$ cat src/rtl/mdu_pkg.sv
// Shared definitions for the multiply/divide sequencer: op codes, FSM states,
// default iteration count and a conditional absolute-value helper.
package mdu_pkg;

    localparam logic [2:0] MDU_MULT  = 3'd0;
    localparam logic [2:0] MDU_MULTU = 3'd1;
    localparam logic [2:0] MDU_DIV   = 3'd2;
    localparam logic [2:0] MDU_DIVU  = 3'd3;

    localparam int MDU_ITER_DEFAULT = 32;

    typedef enum logic [1:0] {
        ST_IDLE = 2'd0,
        ST_MUL  = 2'd1,
        ST_DIV  = 2'd2,
        ST_DONE = 2'd3
    } mdu_state_e;

    // Magnitude of a two's complement value when en is set; 0x8000_0000 maps to itself,
    // which is the correct unsigned magnitude 2^31.
    function automatic logic [31:0] abs32(input logic [31:0] v, input logic en);
        logic [31:0] r;
        if (en && v[31]) begin
            r = 32'd0 - v;
        end else begin
            r = v;
        end
        return r;
    endfunction

endpackage

$ cat src/rtl/mdu_shift_core.sv
// One combinational iteration of the MDU core: shift-add multiply step or
// restoring shift-subtract divide step on a {hi,lo} 64-bit accumulator.
module mdu_shift_core
    import mdu_pkg::*;
(
    input  logic        i_div,
    input  logic [63:0] i_acc,
    input  logic [31:0] i_opnd,
    output logic [63:0] o_acc
);

    logic [32:0] w_sum;
    logic [32:0] w_diff;

    // Multiply shifts the partial product right; divide shifts the remainder left.
    always_comb begin
        w_sum  = {1'b0, i_acc[63:32]} + (i_acc[0] ? {1'b0, i_opnd} : 33'd0);
        w_diff = i_acc[63:31] - {1'b0, i_opnd};
        o_acc  = 64'd0;
        if (i_div) begin
            if (w_diff[32] == 1'b0) begin
                o_acc = {w_diff[31:0], i_acc[30:0], 1'b1};
            end else begin
                o_acc = {i_acc[62:0], 1'b0};
            end
        end else begin
            o_acc = {w_sum, i_acc[31:1]};
        end
    end

endmodule

$ cat src/rtl/mdu_ctrl.sv
// Multi-cycle MULT/MULTU/DIV/DIVU sequencer with EX stall and flush abort.
// Define MDU_FAST_MUL_EN to compute multiplies in the accept cycle.
module mdu_ctrl
    import mdu_pkg::*;
#(
    parameter int MDU_ITER = MDU_ITER_DEFAULT
) (
    input  logic        i_clk,
    input  logic        i_rst,
    input  logic        i_op_valid_E,
    input  logic [2:0]  i_op_E,
    input  logic [31:0] i_a_E,
    input  logic [31:0] i_b_E,
    input  logic        i_flush_E,
    input  logic        i_flush_exception_M,
    output logic        o_alu_stall_E,
    output logic [31:0] o_result_hi,
    output logic [31:0] o_result_lo,
    output logic        o_result_valid
);

    mdu_state_e  r_state;
    mdu_state_e  w_next_state;
    logic [5:0]  r_cnt;
    logic [63:0] r_acc;
    logic [31:0] r_opnd;
    logic        r_neg_res;
    logic        r_neg_rem;
    logic [31:0] r_hi;
    logic [31:0] r_lo;
    logic        r_valid;

    logic        w_kill;
    logic        w_legal;
    logic        w_start;
    logic        w_is_div;
    logic        w_signed_op;
    logic        w_last;
    logic [31:0] w_abs_a;
    logic [31:0] w_abs_b;
    logic [63:0] w_core_acc;
    logic [63:0] w_mul_fix;
    logic [31:0] w_quot_fix;
    logic [31:0] w_rem_fix;

    assign w_kill      = i_flush_E | i_flush_exception_M;
    assign w_legal     = (i_op_E[2] == 1'b0);
    assign w_start     = (r_state == ST_IDLE) & i_op_valid_E & w_legal & ~w_kill;
    assign w_is_div    = (i_op_E == MDU_DIV) | (i_op_E == MDU_DIVU);
    assign w_signed_op = (i_op_E == MDU_MULT) | (i_op_E == MDU_DIV);
    assign w_last      = (r_cnt == 6'(MDU_ITER - 1));
    assign w_abs_a     = abs32(i_a_E, w_signed_op);
    assign w_abs_b     = abs32(i_b_E, w_signed_op);

    mdu_shift_core u_core (
        .i_div  (r_state == ST_DIV),
        .i_acc  (r_acc),
        .i_opnd (r_opnd),
        .o_acc  (w_core_acc)
    );

    // Quotient and product negate on differing signs; remainder follows the dividend.
    assign w_mul_fix  = r_neg_res ? (64'd0 - w_core_acc) : w_core_acc;
    assign w_quot_fix = r_neg_res ? (32'd0 - w_core_acc[31:0]) : w_core_acc[31:0];
    assign w_rem_fix  = r_neg_rem ? (32'd0 - w_core_acc[63:32]) : w_core_acc[63:32];

`ifdef MDU_FAST_MUL_EN
    logic [63:0] w_fast_prod;
    assign w_fast_prod = w_signed_op
        ? ({{32{i_a_E[31]}}, i_a_E} * {{32{i_b_E[31]}}, i_b_E})
        : ({32'd0, i_a_E} * {32'd0, i_b_E});
`endif

    // State register.
    always_ff @(posedge i_clk) begin
        if (i_rst) begin
            r_state <= ST_IDLE;
        end else begin
            r_state <= w_next_state;
        end
    end

    // Next-state and stall; DONE always returns to IDLE so a held op_valid never restarts it there.
    always_comb begin
        w_next_state  = r_state;
        o_alu_stall_E = 1'b0;
        case (r_state)
            ST_IDLE: begin
                o_alu_stall_E = ~w_kill & i_op_valid_E & w_legal;
                if (w_start) begin
                    if (w_is_div) begin
                        w_next_state = (i_b_E == 32'd0) ? ST_DONE : ST_DIV;
                    end else begin
`ifdef MDU_FAST_MUL_EN
                        w_next_state = ST_DONE;
`else
                        w_next_state = ST_MUL;
`endif
                    end
                end else begin
                    w_next_state = ST_IDLE;
                end
            end
            ST_MUL, ST_DIV: begin
                o_alu_stall_E = ~w_kill;
                if (w_kill) begin
                    w_next_state = ST_IDLE;
                end else if (w_last) begin
                    w_next_state = ST_DONE;
                end else begin
                    w_next_state = r_state;
                end
            end
            ST_DONE: begin
                w_next_state = ST_IDLE;
            end
            default: begin
                w_next_state = ST_IDLE;
            end
        endcase
    end

    // Datapath: operand latch, iteration, sign fix-up and result registers.
    always_ff @(posedge i_clk) begin
        if (i_rst) begin
            r_cnt     <= 6'd0;
            r_acc     <= 64'd0;
            r_opnd    <= 32'd0;
            r_neg_res <= 1'b0;
            r_neg_rem <= 1'b0;
            r_hi      <= 32'd0;
            r_lo      <= 32'd0;
            r_valid   <= 1'b0;
        end else begin
            r_valid <= (w_next_state == ST_DONE);
            case (r_state)
                ST_IDLE: begin
                    if (w_start) begin
                        r_cnt     <= 6'd0;
                        r_acc     <= {32'd0, w_abs_a};
                        r_opnd    <= w_abs_b;
                        r_neg_res <= w_signed_op & (i_a_E[31] ^ i_b_E[31]);
                        r_neg_rem <= w_signed_op & i_a_E[31];
                        if (w_is_div && (i_b_E == 32'd0)) begin
                            r_hi <= i_a_E;
                            r_lo <= 32'hFFFF_FFFF;
                        end
`ifdef MDU_FAST_MUL_EN
                        else if (!w_is_div) begin
                            r_hi <= w_fast_prod[63:32];
                            r_lo <= w_fast_prod[31:0];
                        end
`endif
                    end
                end
                ST_MUL, ST_DIV: begin
                    if (!w_kill) begin
                        r_acc <= w_core_acc;
                        r_cnt <= r_cnt + 6'd1;
                        if (w_last) begin
                            if (r_state == ST_MUL) begin
                                r_hi <= w_mul_fix[63:32];
                                r_lo <= w_mul_fix[31:0];
                            end else begin
                                r_hi <= w_rem_fix;
                                r_lo <= w_quot_fix;
                            end
                        end
                    end
                end
                default: begin
                end
            endcase
        end
    end

    assign o_result_hi    = r_hi;
    assign o_result_lo    = r_lo;
    assign o_result_valid = r_valid;

endmodule
$ cat config.mk
export PLATFORM = sky130hd
export DESIGN_NAME = mdu_ctrl
export DESIGN_NICKNAME = d
export VERILOG_FILES = /design/src/rtl/mdu_pkg.sv /design/src/rtl/mdu_shift_core.sv /design/src/rtl/mdu_ctrl.sv
export SDC_FILE = /design/constraint.sdc
export NUM_CORES = 1
export LEC_CHECK = 0
export ABC_CLOCK_PERIOD_IN_PS = 12300
export CAP_MARGIN = 15
export CORE_MARGIN = 4
export CORE_UTILIZATION = 54
export CTS_CLUSTER_SIZE = 8
export DETAILED_ROUTE_END_ITERATION = 10
export GPL_ROUTABILITY_DRIVEN = 0
export HOLD_SLACK_MARGIN = 0.12
export PLACE_DENSITY_LB_ADDON = 0.2
export SYNTH_ARGS = -nofsm -noshare
export SYNTH_HDL_FRONTEND = slang
export SYNTH_SLANG_ARGS = --single-unit
$ cat constraint.sdc
create_clock -name i_clk -period 12.3 [get_ports i_clk]
set_input_delay 2.46 -clock i_clk [delete_from_list [all_inputs] [get_ports i_clk]]
set_output_delay 2.46 -clock i_clk [all_outputs]
set_load 0.005 [all_outputs]
==> results.md, run 1 <==
- Worst r2r dst: o_result_hi[26]
- Worst R2R Path Depth: 20
- Cells after Synth: 2093
- Maximum operating frequency: 141 MHz
- Most used cell, CP: ha_1
- CP top delay family: compound AO/OA/AOI/OAI gates
- Critical path launch point type: register
- Die Y: 177 µm
- Worst relative slew slack: 33.5%
- Post-synthesis register bit count: 171
- Main synth FF type: dfxtp_1
- CP required: 12.58 ns
- Total Routed Length: 54.8 mm
- Initial antenna violation count: 2
- Clk sink count: 171
- TNS Setup: 0 ns
- DR WL/cell: 21.6 µm
- Syn avg cell area: 7.40 µm²
- Worst-Skew Late Latency: 0.45 ns
- I/O Buffers: 137
- R2r setup slk: 5.22 ns
- FF/Latch Area: 3420 µm²
- Post-Syn Area: 15500 µm²
- Fillers: 2517
- Final ANT Viol Nets: 0
- Crit. End Element: register
- Core Box Area: 28000 µm²
- Hold WC Path Type: register to register
- Ant. Diodes: 0
- Die width: 177 µm
- Number of buffers and inverters on the critical path: 1
- WS Path Type: register to register
- Outcome: completed
- Period minus WS final: 7.08 ns
- Layout cells sized above 1: 5.80%
- Post_cts resized: 0
- Num CTS Buffers: 17
- Drt initial violations: 2161
- Critical path endpoint: o_result_hi[26]
- Post-CTS setup repair buffer count: 0
- PD cells: 81.9 nW/µm²
- Final cycle utilization of the critical path: 57.6%
- Register area share after synthesis: 22.1%
- Reg-to-reg critical path startpoint: r_opnd[19]
- Area contributors post-synth: dfxtp_1, nor2_1, ha_1
- Starting density of the core: 55.3%
- Fin. max-slew vios: 0
- DP HPWL: 40.9 mm
- CP startpoint: r_opnd[19]
- VDD IR max: 0.0000767 V
- Arrival time at the worst endpoint: 7.36 ns
- Nets: 2288
- DRT Pass-1 Iters: 9
- Vias in the first global route: 15200
- Root buf cell: clkbuf_16
- EDFF count, synth: 0
- # DRC: 0
- Reg clk slew, reported paths: 0.08 ns
- Hold Vio Cnt, Final: 0
- Endpoints failing setup: 0
- CTS tree: yes
- Area Overhead vs Synth: 13.8%
- Grt total ovfl: 0
- I/O pins: 138
- Yosys top cell area share: 22.1%
- Critical path's largest stage delay: 0.71 ns
- Crit path max-delay cell type: a31oi_4
- Largest net degree at the start of global routing: 79
- Via Count: 16900
- RSZ-0062 raised after global routing: no
- Max-cap violations: 0
- Synth unique cells: 101
- Total power draw: 0.00144 W
- Hold_buf cts: 0
- H-tree levels: 4
- Vias per cell: 6.67
- Critical-path maximum fanout: 26
- First-pass GRT wire length: 84.1 mm
- Worst-Margin Slew: 0.972 ns
- Area leader, netlist: dfxtp_1
- Footprint of the multi-input gates: 11300 µm²
- Num rows: 61
- Ys async rst share: 0%
- Synth warn: 0
- Global Route Usage Sum: 33.4%
- Worst Skew: 0.0228 ns
- DIE AREA: 31500 µm²
- Critical-path cell list: inv_1 > ha_1 > nand2_2 > o211a_1 > or4_4 > a21o_1 > a31oi_4 > nor3_1 > a21oi_1 > ha_1 > o21a_1 > o2111ai_1 > nor2_1 > nand3_1 > o21bai_1 > and2_1 > nand4_4 > o31ai_1 > xor2_1 > a2111oi_0
- Pleak: 6.53 nW
- WP depth: 20
- CTS Buffer Depth: 2
- Syn_nets: 2240
final cells by class:
cell class	count	share of cell area, %
inverter	63	1.34
multi-input combinational	1730	64.3
clock buffer	17	2.41
sequential	171	19.4
tap	378	2.68
timing repair buffer	158	8.68
clock inverter	15	1.21
routing by layer:
layer / part of all wire, % / wire length [µm] / vias up / track usage [%]
met5: 0.020 / 11 / - / 0
met4: 4.1 / 2240 / 2 / 14.0
met3: 12 / 6750 / 166 / 8.46
met2: 42 / 23300 / 1032 / 50.0
met1: 41 / 22500 / 7850 / 46.0
li1: - / - / 7834 / -
state kept, by name, summed over array words and instances (netlist names), 2 cells and up:
register	flops
o_result_hi	32
r_opnd	32
r_cnt	6
r_state	2
o_result_lo	32
r_acc	64
placed cells by master (no fill, tap or decap), types with 12 or more instances in the layout:
master | synthesis | routed
xor2_1 | 69 | 69
and2_1 | 44 | 44
inv_1 | 62 | 62
o31ai_1 | 27 | 27
nor4_1 | 15 | 15
a31oi_1 | 23 | 23
a21oi_1 | 158 | 158
clkbuf_16 | 0 | 17
nor3_1 | 69 | 69
or3_1 | 25 | 25
a22oi_1 | 23 | 23
dfxtp_1 | 171 | 171
a211oi_1 | 63 | 63
o21a_1 | 17 | 17
ha_1 | 73 | 71
nor2b_1 | 13 | 13
o21ai_0 | 108 | 108
and3_1 | 15 | 15
mux2i_1 | 44 | 44
o211ai_1 | 38 | 38
xnor2_1 | 84 | 84
nand3_1 | 43 | 43
buf_4 | 3 | 21
nand2_1 | 202 | 202
nand4_1 | 31 | 31
clkdlybuf4s50_1 | 0 | 136
nor2_1 | 251 | 249
a21o_1 | 37 | 37
mux2_2 | 12 | 12
a311oi_1 | 22 | 22
through the flow:
step / setup slack, ns / instance area, µm² / util (%) / cells / hold slack (ns)
after global routing: 5.04 / 17600 / 62.9 / 2532 / 0.517
final: 5.22 / 17600 / 62.9 / 2532 / 0.488
after floorplan: 6.56 / 15500 / - / 2093 / 0.440
after global placement: 5.37 / 17000 / 60.6 / 2498 / 0.457
after CTS: 5.58 / 17600 / 62.9 / 2530 / 0.488
after detailed placement: 5.19 / 17000 / 60.6 / 2498 / 0.473
cell usage after synthesis, types with 12 or more instances:
master / instances
nor2_1: 251
nand2_1: 202
dfxtp_1: 171
a21oi_1: 158
o21ai_0: 108
clkbuf_1: 87
xnor2_1: 84
ha_1: 73
nor3_1: 69
xor2_1: 69
a211oi_1: 63
inv_1: 62
and2_1: 44
mux2i_1: 44
nand3_1: 43
o211ai_1: 38
a21o_1: 37
nand4_1: 31
o31ai_1: 27
or3_1: 25
a22oi_1: 23
a31oi_1: 23
buf_2: 23
a311oi_1: 22
o21a_1: 17
and3_1: 15
nor4_1: 15
buf_1: 13
nor2b_1: 13
mux2_2: 12
worst min-delay path: cells and delay by family (launching register included):
kind	cells	cell delay, ns
AOI/OAI and AO/OA	1	0.06
and+or+nand+nor	1	0.06
DFF	1	0.33
how the worst min path moves through the flow:
stage / from / endpoint / slack (ns) / depth (start not counted)
final: r_opnd[0] / r_opnd[0] / 0.49 / 2
after global routing: r_acc[30] / r_acc[30] / 0.52 / 2
after CTS: r_opnd[0] / r_opnd[0] / 0.49 / 2
after detailed placement: o_result_hi[8] / o_result_hi[8] / 0.47 / 2
after global placement: r_cnt[1] / r_cnt[1] / 0.46 / 2
after floorplan: r_opnd[31] / r_opnd[31] / 0.44 / 2
report_power, final:
group / switching (W) / leakage, nW / internal, W / total [W]
Combinational: 0.000180 / 4.85 / 0.000107 / 0.000287
Clock: 0.000305 / 0.300 / 0.000282 / 0.000587
Sequential: 0.00000922 / 1.38 / 0.000560 / 0.000569
Total: 0.000494 / 6.53 / 0.000949 / 0.00144
cells by family after synthesis:
kind of cell / share of synthesized area, %
xor gates and xnor gates: 8.65
AOI/OAI and AO/OA: 29.9
muxes: 3.72
and+or+nand+nor: 24.4
DFF: 22.1
buffers and inverters: 5.06
adders and majority gates: 6.16
No activity file was read; power rests on OpenSTA's default activity.
==> run 2, diff against run 1 <==
--- a/config.mk
+++ b/config.mk
@@ -5,7 +5,7 @@
 export SDC_FILE = /design/constraint.sdc
 export NUM_CORES = 1
 export LEC_CHECK = 0
-export ABC_CLOCK_PERIOD_IN_PS = 12300
+export ABC_CLOCK_PERIOD_IN_PS = 6900
 export CAP_MARGIN = 15
 export CORE_MARGIN = 4
 export CORE_UTILIZATION = 54
==> constraint.sdc (replaced) <==
create_clock -name i_clk -period 6.9 [get_ports i_clk]
set_input_delay 1.38 -clock i_clk [delete_from_list [all_inputs] [get_ports i_clk]]
set_output_delay 1.38 -clock i_clk [all_outputs]
set_load 0.005 [all_outputs]
==> results.md, run 2 (synthesis results as in run 1) <==
- Commonest non-fill, non-tap cell in the layout: nor2_1
- M1 GR Usage: 48.2%
- CTS Buffer Depth: 2
- Hold WC Path Type: register to register
- Arrival time at the worst endpoint: 6.62 ns
- Critical-path cell list: inv_1 > ha_1 > nand2_2 > o211a_1 > or4_4 > a21o_1 > a31oi_4 > nor3_1 > a21oi_1 > ha_1 > o21a_1 > o2111ai_1 > nor2_1 > nand3_1 > o21bai_1 > and2_1 > nand4_4 > o41ai_1 > xor2_1 > a2111oi_0
- H-tree levels: 4
- Num CTS Buffers: 17
- Nets: 2294
- Worst-Margin Slew: 1.09 ns
- DP HPWL: 41.9 mm
- Reg clk slew, reported paths: 0.08 ns
- Core Box Area: 28000 µm²
- Final cycle utilization of the critical path: 91.4%
- Critical-path maximum fanout: 26
- Fin. max-slew vios: 0
- Maximum operating frequency: 159 MHz
- VDD IR max: 0.000147 V
- Initial antenna violation count: 2
- Layout cells sized above 1: 6.02%
- Fillers: 2572
- Final ANT Viol Nets: 0
- CP required: 7.21 ns
- Most Used Layer, Global Route: met2
- Total Routed Length: 55.5 mm
- Worst-Skew Late Latency: 0.45 ns
- Most used cell, CP: ha_1
- Met3 Usage GRT: 7.69%
- Root buf cell: clkbuf_16
- Crit. End Element: register
- Worst Skew: 0.0236 ns
- Die width: 177 µm
- Crit path max-delay cell type: a31oi_4
- Largest net degree at the start of global routing: 76
- Vias per cell: 6.67
- Placed insts: 2505
- Vias in the first global route: 15400
- DR WL/cell: 21.9 µm
- CTS tree: yes
- Outcome: completed
- Grt total ovfl: 0
- Max-cap violations: 0
- Hold_buf cts: 0
- Drt initial violations: 2464
- I/O pins: 138
- # DRC: 0
- Critical path's largest stage delay: 0.65 ns
- Most frequent cells in the layout: nor2_1, nand2_1, dfxtp_1, a21oi_1, clkdlybuf4s50_1
- First-pass GRT wire length: 85.9 mm
- Num rows: 61
- Grt met2 use: 50.7%
- Final core occ: 62.9%
- Flip-flop count of the largest register after layout: 64
- Post_cts resized: 0
- Ant. Diodes: 0
- Starting density of the core: 55.3%
- Critical path launch point type: register
- Period minus WS final: 6.30 ns
- Setup WS post-layout: 0.595 ns
- Place WS: 0.740 ns
- TNS Setup: 0 ns
- WS Path Type: register to register
- Clk sink count: 171
- Global Route Usage Sum: 34.1%
- Via Count: 16900
- Endpoints failing setup: 0
- Post-CTS setup repair buffer count: 0
- Hold Vio Cnt, Final: 0
- RSZ-0062 raised after global routing: no
- Pleak: 6.54 nW
- Worst relative slew slack: 25.6%
- Reg with most FFs: r_acc
- PD cells: 143 nW/µm²
- I/O Buffers: 137
- DRT Pass-1 Iters: 6
- Non-Filler Instances: 2538
- DIE AREA: 31500 µm²
- Die Y: 177 µm
- Area Overhead vs Synth: 13.8%
[run 2: cell type report]
cell class / count / area (µm²) / share of cell area (%)
multi-input combinational: 1730 / 11300 / 64.3
tap: 378 / 473 / 2.68
inverter: 63 / 236 / 1.34
clock buffer: 18 / 429 / 2.44
timing repair buffer: 164 / 1590 / 9.01
clock inverter: 14 / 148 / 0.838
sequential: 171 / 3420 / 19.4
[run 2: routing by layer]
| layer | part of all wire [%] | vias to the layer above | wire length, µm |
|---|---|---|---|
| li1 | - | 7813 | - |
| met1 | 42 | 7975 | 23100 |
| met2 | 42 | 968 | 23500 |
| met3 | 12 | 159 | 6520 |
| met4 | 4.2 | 4 | 2360 |
| met5 | 0.041 | - | 23 |
[run 2: report_power, final]
group / switching (W) / internal (W) / total (W)
logic: 0.000326 / 0.000193 / 0.000518
clock network: 0.000512 / 0.000485 / 0.000997
registers: 0.0000129 / 0.000998 / 0.00101
total: 0.000851 / 0.00168 / 0.00253
[run 2: worst paths after layout]
check,depth (start not counted),from,slack (ns),end
worst max register to register,20,r_opnd[19],0.60,o_result_hi[24]
worst min register to register,2,r_cnt[1],0.48,r_cnt[1]
worst min-delay path,2,r_cnt[1],0.48,r_cnt[1]
worst max-delay path,20,r_opnd[19],0.60,o_result_hi[24]
[run 2: critical path, delay by kind of cell (launching register included)]
family,cells,cell delay (ns)
adder cells (fa/ha/maj),2,0.65
AO/OA/AOI/OAI,9,2.94
buffers and inverters,1,0.06
XOR/XNOR,1,0.11
flip-flops,1,0.37
AND/OR/NAND/NOR,7,2.06
[run 2: per-stage QoR]
stage / power [W] / hold slack [ns] / instance area (µm²)
after detailed placement: 0.00153 / 0.461 / 17000
after CTS: 0.00250 / 0.482 / 17600
after global placement: 0.00152 / 0.462 / 17000
after global routing: 0.00259 / 0.508 / 17600
final: 0.00253 / 0.481 / 17600
after floorplan: 0.00136 / 0.440 / 15500
